<file path="src/rtl/vga_timing_detector.sv">
// Measures VGA line/frame timing (h_total, hsync width, v_total, vsync width) and tracks lock.
// Latency: measurement outputs and pulses change 2 enabled clock edges after the vsync leading edge.
// Backpressure: none; every enabled cycle is consumed, while detector_enable low freezes all state.
module vga_timing_detector #(
   parameter int   WIDTH       = 11,
   parameter logic SYNC_ACTIVE = 1'b0
) (
   input  logic             control_clock,
   input  logic             control_reset_n,
   input  logic             detector_enable,
   input  logic             hsync_in,
   input  logic             vsync_in,
   output logic [WIDTH-1:0] h_total,
   output logic [WIDTH-1:0] h_sync_width,
   output logic [WIDTH-1:0] v_total,
   output logic [WIDTH-1:0] v_sync_width,
   output logic             timing_update,
   output logic             timing_locked,
   output logic             timing_error
);

   typedef enum logic [1:0] {SEARCH, MEASURE, CHECK, LOCKED} state_t;

   localparam logic [WIDTH-1:0] CNT_MAX = '1;
   localparam logic [WIDTH-1:0] CNT_ONE = WIDTH'(1);

   // sync sampling stages: q is the newest enabled sample, qq the one before
   logic hs_q, hs_qq, vs_q, vs_qq;

   // counters and per-frame captures
   logic [WIDTH-1:0] h_cnt_q, h_cnt_d;
   logic [WIDTH-1:0] v_cnt_q, v_cnt_d;
   logic [WIDTH-1:0] hw_q, hw_d;
   logic [WIDTH-1:0] vw_q, vw_d;
   logic [WIDTH-1:0] ref_q, ref_d;
   logic             ref_vld_q, ref_vld_d;
   logic             unstable_q, unstable_d;

   // published results and pulses
   logic [WIDTH-1:0] h_total_q, h_total_d;
   logic [WIDTH-1:0] h_sync_width_q, h_sync_width_d;
   logic [WIDTH-1:0] v_total_q, v_total_d;
   logic [WIDTH-1:0] v_sync_width_q, v_sync_width_d;
   logic             upd_q, upd_d;
   logic             err_q, err_d;
   state_t           state_q, state_d;

   logic hs_lead, hs_trail, vs_lead, vs_trail;
   logic h_ovf, v_ovf;
   logic line_bad, frame_unstable, frame_match;
   logic [WIDTH-1:0] h_meas;

   // edges are only meaningful on enabled cycles, so the stages can freeze across gaps
   assign hs_lead  = detector_enable && (hs_q == SYNC_ACTIVE) && (hs_qq != SYNC_ACTIVE);
   assign hs_trail = detector_enable && (hs_q != SYNC_ACTIVE) && (hs_qq == SYNC_ACTIVE);
   assign vs_lead  = detector_enable && (vs_q == SYNC_ACTIVE) && (vs_qq != SYNC_ACTIVE);
   assign vs_trail = detector_enable && (vs_q != SYNC_ACTIVE) && (vs_qq == SYNC_ACTIVE);

   // counters, width captures and the per-frame line-period reference
   always_comb begin
      h_cnt_d    = h_cnt_q;
      v_cnt_d    = v_cnt_q;
      hw_d       = hw_q;
      vw_d       = vw_q;
      ref_d      = ref_q;
      ref_vld_d  = ref_vld_q;
      unstable_d = unstable_q;
      h_ovf      = 1'b0;
      v_ovf      = 1'b0;

      // horizontal counter: restart at 1 on each line start, otherwise count enabled cycles
      if (hs_lead) begin
         h_cnt_d = CNT_ONE;
      end else if (detector_enable) begin
         if (h_cnt_q == CNT_MAX) begin
            h_ovf   = 1'b1;
            h_cnt_d = '0;
         end else begin
            h_cnt_d = h_cnt_q + CNT_ONE;
         end
      end

      if (hs_trail) begin
         hw_d = h_cnt_q;
      end

      // line counter: the frame start wins over the coinciding line start, so that
      // line becomes line 1 of the new frame
      if (vs_lead) begin
         v_cnt_d = CNT_ONE;
      end else if (hs_lead) begin
         if (v_cnt_q == CNT_MAX) begin
            v_ovf   = 1'b1;
            v_cnt_d = '0;
         end else begin
            v_cnt_d = v_cnt_q + CNT_ONE;
         end
      end

      if (vs_trail) begin
         vw_d = v_cnt_q;
      end

      // the period closed at a line start is checked against the frame's first period;
      // the period closed at the frame start still belongs to the frame that is ending
      if (vs_lead) begin
         ref_vld_d  = 1'b0;
         unstable_d = 1'b0;
      end else if (hs_lead) begin
         if (!ref_vld_q) begin
            ref_d     = h_cnt_q;
            ref_vld_d = 1'b1;
         end
         unstable_d = unstable_q | line_bad;
      end
   end

   assign line_bad       = hs_lead && ref_vld_q && (h_cnt_q != ref_q);
   assign frame_unstable = unstable_q | line_bad;
   assign h_meas         = ref_vld_q ? ref_q : h_cnt_q;
   assign frame_match    = (h_meas == h_total_q) && (hw_q == h_sync_width_q) &&
                           (v_cnt_q == v_total_q) && (vw_q == v_sync_width_q);

   // lock FSM next state, publish decision and one-cycle pulses
   always_comb begin
      state_d        = state_q;
      upd_d          = 1'b0;
      err_d          = 1'b0;
      h_total_d      = h_total_q;
      h_sync_width_d = h_sync_width_q;
      v_total_d      = v_total_q;
      v_sync_width_d = v_sync_width_q;

      if (h_ovf || v_ovf) begin
         err_d   = 1'b1;
         state_d = SEARCH;
      end else if (vs_lead) begin
         case (state_q)
            SEARCH: begin
               state_d = MEASURE;
            end
            MEASURE, CHECK, LOCKED: begin
               if (frame_unstable) begin
                  err_d   = 1'b1;
                  state_d = SEARCH;
               end else begin
                  upd_d = 1'b1;
                  if (state_q == MEASURE) begin
                     state_d = CHECK;
                  end else if (state_q == CHECK) begin
                     state_d = frame_match ? LOCKED : CHECK;
                  end else begin
                     state_d = frame_match ? LOCKED : CHECK;
                  end
                  // a matching frame republishes identical values, so publishing is unconditional
                  h_total_d      = h_meas;
                  h_sync_width_d = hw_q;
                  v_total_d      = v_cnt_q;
                  v_sync_width_d = vw_q;
               end
            end
            default: begin
               state_d = SEARCH;
            end
         endcase
      end
   end

   // sync stages advance only on enabled cycles
   always_ff @(posedge control_clock or negedge control_reset_n) begin
      if (!control_reset_n) begin
         hs_q  <= 1'b0;
         hs_qq <= 1'b0;
         vs_q  <= 1'b0;
         vs_qq <= 1'b0;
      end else if (detector_enable) begin
         hs_q  <= hsync_in;
         hs_qq <= hs_q;
         vs_q  <= vsync_in;
         vs_qq <= vs_q;
      end
   end

   // measurement datapath registers
   always_ff @(posedge control_clock or negedge control_reset_n) begin
      if (!control_reset_n) begin
         h_cnt_q    <= '0;
         v_cnt_q    <= '0;
         hw_q       <= '0;
         vw_q       <= '0;
         ref_q      <= '0;
         ref_vld_q  <= 1'b0;
         unstable_q <= 1'b0;
      end else begin
         h_cnt_q    <= h_cnt_d;
         v_cnt_q    <= v_cnt_d;
         hw_q       <= hw_d;
         vw_q       <= vw_d;
         ref_q      <= ref_d;
         ref_vld_q  <= ref_vld_d;
         unstable_q <= unstable_d;
      end
   end

   // FSM state and published outputs
   always_ff @(posedge control_clock or negedge control_reset_n) begin
      if (!control_reset_n) begin
         state_q        <= SEARCH;
         upd_q          <= 1'b0;
         err_q          <= 1'b0;
         h_total_q      <= '0;
         h_sync_width_q <= '0;
         v_total_q      <= '0;
         v_sync_width_q <= '0;
      end else begin
         state_q        <= state_d;
         upd_q          <= upd_d;
         err_q          <= err_d;
         h_total_q      <= h_total_d;
         h_sync_width_q <= h_sync_width_d;
         v_total_q      <= v_total_d;
         v_sync_width_q <= v_sync_width_d;
      end
   end

   assign h_total       = h_total_q;
   assign h_sync_width  = h_sync_width_q;
   assign v_total       = v_total_q;
   assign v_sync_width  = v_sync_width_q;
   assign timing_update = upd_q;
   assign timing_error  = err_q;
   assign timing_locked = (state_q == LOCKED);

endmodule

</file>
<file path="config.mk">
export PLATFORM = sky130hd
export DESIGN_NAME = vga_timing_detector
export DESIGN_NICKNAME = d
export VERILOG_FILES = /design/src/rtl/vga_timing_detector.sv
export SDC_FILE = /design/constraint.sdc
export NUM_CORES = 1
export LEC_CHECK = 0
export CORE_ASPECT_RATIO = 0.6
export CORE_MARGIN = 5
export CORE_UTILIZATION = 35
export DETAILED_ROUTE_END_ITERATION = 6
export HOLD_SLACK_MARGIN = 0.06
export PLACE_DENSITY = 0.51
export SLEW_MARGIN = 20
export SYNTH_ARGS = -nofsm -noshare
export SYNTH_HDL_FRONTEND = slang
export SYNTH_SLANG_ARGS = --single-unit
</file>
<file path="constraint.sdc">
create_clock -name control_clock -period 2.6 [get_ports control_clock]
set_input_delay 0.26 -clock control_clock [delete_from_list [all_inputs] [get_ports control_clock]]
set_output_delay 0.26 -clock control_clock [all_outputs]
set_load 0.1 [all_outputs]
</file>
==> flow_summary_export.csv <==
group,metric,value,unit
die,core_area,14500,um^2
sta,fin_tns_setup,0,ns
synth,syn_area_per_cell,12.0,um^2
power_and_ir_drop,leakage,3.04,nW
critical_path,start_kind,"flip-flop",
run_status,outcome,"finished, final reports clean",
sta,period_minus_slack,2.46,ns
synth,yosys.area_share.simple,10.6,%
min_path,hold_path_class,"primary input to async pin",
die,start_util,35.8,%
global_routing,grt_pass1_wl,20800,um
drt,routed_wl,13100,um
cts,ctsHtreeMaxLevel,3,
critical_path,cp_slowest_stage_delay,0.47,ns
die,ios,52,
power_and_ir_drop,powerDensity,1050,nW/um^2
power_and_ir_drop,p_switching,2.96,mW
die,floorplan.rows,34,
die,die_y,104,um
sta,fin_crit_sh,94.5,%
sta,setup_violations,0,
synth,synthAdderAreaFrac,0.481,%
sta,finalMaxSlewViolations,0,
cts,root_buffer,"clkbuf_16",
synth,synth_xor_area_share,10.9,%
sta,grt_setup_unrepaired,"no",
cts,ctsLongestPathBuffers,2,
drt,drt-initial-drc-count,286,
critical_path,slowest_stage,"and4b_2",
place,place.gp.congestion,0.815,
critical_path,crit_required,2.84,ns
drt,drc,0,
synth,syn_area,5210,um^2
global_routing,grt_overflow,0,
place,port_buffers,51,
synth,syn_inst,433,
cts,ctsResizeCount,0,
cts,cts.sinks,109,
cts,clock_latency,0.35,ns
sta,hold_violations,0,
drt,vias_per_cell,4.90,
finish,syn_to_final_growth,21.4,%
place,post-place-ws,-0.0519,ns
sta,tightestPinTransition,0.654,ns
global_routing,grt_max_degree,46,
finish,multi_input_area,2310,um^2
power_and_ir_drop,clockPowerShare,20.2,%
synth,synth_top_family_by_area,"multiplexers",
cts,postCtsSetupBuffers,0,
sta,relSlewSlack,56.2,%
critical_path,cp_cell_sequence,"buf_4 -> ha_1 -> nand4_4 -> or3_4 -> and4b_2 -> mux2_4",
synth,synth_seq_cells,109,
sta,worst_slack,0.144,ns
critical_path,worstPathArrival,2.69,ns
die,die_x,167,um
synth,ys_types,39,
power_and_ir_drop,p_int,3.67,mW
critical_path,cpLargestDelayFamily,"simple AND/OR/NAND/NOR gates",
cts,numCtsBuffers,9,
drt,route.vias.total,3497,
synth,synth-compound-area-share,4.45,%
synth,yosysSeqAreaShare,52.4,%
drt,first_pass_iters,5,
finish,nets,517,
global_routing,grt_pass1_vias,3464,
finish,antenna_cells,0,
synth,synth_mux_area_share,17.8,%
critical_path,path_class,"flip-flop to flip-flop",
cts,cts_tree,"done",
global_routing,track_usage,15.3,%
power_and_ir_drop,vdd_drop_max,0.000862,V
place,place_hpwl,9710,um
run,max-cap-violations,0,
power_and_ir_drop,p_comb_share,43.9,%
power_and_ir_drop,pwr-share-seq,35.9,%
finish,seq_area,2730,um^2
die,dieArea,17500,um^2
drt,avgRoutedWirePerCell,18.4,um
cts,clk_pin_slew_worst_paths,0.07,ns
critical_path,path_max_fanout,17,
critical_path,critPathCaptureType,"flip-flop",
global_routing,antenna_found_initial,0,
sta,fmax,0.407,GHz
power_and_ir_drop,sw_frac_of_total,44.7,%
finish,fillers,1396,
drt,final_antenna_net_count,0,
sta,fin_skew,0.00869,ns
synth,yosysWarningCount,0,
synth,synth_fp_nets,440,
finish,drive_gt1_share,34.8,%
critical_path,path_buf_inv,1,
power groups by stage:
| stage | Clock (mW) | Combinational [mW] | Sequential, mW |
|---|---|---|---|
| 2_1_floorplan | 0 | 0.996 | 3.48 |
| 3_3_place_gp | 0 | 2.89 | 2.40 |
| 3_5_place_dp | 0 | 2.91 | 2.41 |
| 4_1_cts | 1.37 | 2.93 | 2.38 |
| 5_1_grt | 1.46 | 3.07 | 2.44 |
| 6_report | 1.34 | 2.91 | 2.38 |
layout make-up:
type / count / share of cell area, %
Clock buffer: 12 / 4.06
Clock inverter: 4 / 0.495
Inverter: 5 / 0.297
Multi-Input combinational cell: 293 / 36.6
Sequential cell: 109 / 43.2
Tap cell: 198 / 3.92
Timing Repair Buffer: 92 / 11.5
synth_stat cells (all sizes together):
cell type / count / area, um^2
dfrtp: 109 / 2730
mux2: 70 / 807
nor2: 38 / 143
xor2: 34 / 298
xnor2: 31 / 272
buf: 22 / 139
nand4: 15 / 109
nand2: 14 / 52.6
o21ai: 14 / 70.1
a21oi: 12 / 60.1
mux2i: 12 / 120
nand3: 9 / 45.0
nor4: 8 / 50.1
clkbuf: 5 / 18.8
inv: 5 / 18.8
a31oi: 3 / 18.8
and2: 3 / 18.8
nand2b: 3 / 18.8
nand3b: 3 / 22.5
nor2b: 3 / 18.8
o31ai: 3 / 22.5
a21boi: 2 / 15.0
ha: 2 / 25.0
nor3: 2 / 10.0
a21o: 1 / 7.51
a31o: 1 / 8.76
a41o: 1 / 10.0
and3: 1 / 11.3
and3b: 1 / 8.76
and4: 1 / 8.76
and4b: 1 / 13.8
o311a: 1 / 10.0
o41ai: 1 / 8.76
or3: 1 / 11.3
or4: 1 / 7.51
final timing paths:
path | startpoint | endpoint | slack [ns] | cells after the start
min reg2reg | vs_qq$_DFFE_PN0P_ | vs_qq$_DFFE_PN0P_ | 0.53 | 1
max | h_cnt_q[1]$_DFFE_PN0P_ | v_total[3]$_DFFE_PN0P_ | 0.14 | 6
max reg2reg | h_cnt_q[1]$_DFFE_PN0P_ | v_total[3]$_DFFE_PN0P_ | 0.14 | 6
min in group control_clock | vs_qq$_DFFE_PN0P_ | vs_qq$_DFFE_PN0P_ | 0.53 | 1
max in group asynchronous | control_reset_n | hw_q[7]$_DFFE_PN0P_ | 1.41 | 3
min | control_reset_n | vw_q[6]$_DFFE_PN0P_ | 0.43 | 2
cells in the final DEF (no fill, tap or decap), types with 14 or more instances in the layout:
master   count
mux2_2      65
buf_4       86
o21ai_0     14
xor2_1      34
nor2_1      38
nand2_1     14
xnor2_1     31
nand4_1     14
dfrtp_1    109
through the flow:
step,total power [mW],instances,utilization [%],hold slack [ns],instance area (um^2)
3_3_place_gp,5.29,695,41.3,0.256,6010
5_1_grt,6.97,713,43.4,0.473,6320
6_report,6.63,713,43.4,0.429,6320
4_1_cts,6.68,713,43.4,0.451,6320
3_5_place_dp,5.32,695,41.3,0.262,6010
2_1_floorplan,4.47,433,-,-0.0356,5210
flip-flops by register name, summed over array words and instances, names as in the netlist, 2 cells and up:
register / cells
v_sync_width: 11
h_sync_width: 11
vw_q: 11
h_total: 11
ref_q: 11
v_total: 11
v_cnt_q: 11
hw_q: 11
state_q: 2
h_cnt_q: 11
per-layer routing:
metal	GRT usage, %	share of wire, %	vias up
met5	0	0	-
met4	2.72	1.1	0
met3	4.41	6.7	12
met2	17.8	35	99
met1	26.7	57	1724
li1	-	-	1662
logic make-up after synthesis:
group / after synthesis
AND/OR/NAND/NOR: 104
multiplexers: 82
flip-flops: 109
AO/OA/AOI/OAI: 39
buffers and inverters: 32
adder cells (fa/ha/maj): 2
XOR/XNOR: 65
what timing repair did:
item | 4_1_cts | 5_1_grt
hold buffers | 1 | 0
hold endpoints to repair | 34 | 0
setup endpoints to repair | 1 | 0
Note: power is estimated with default switching activity, not from simulation.
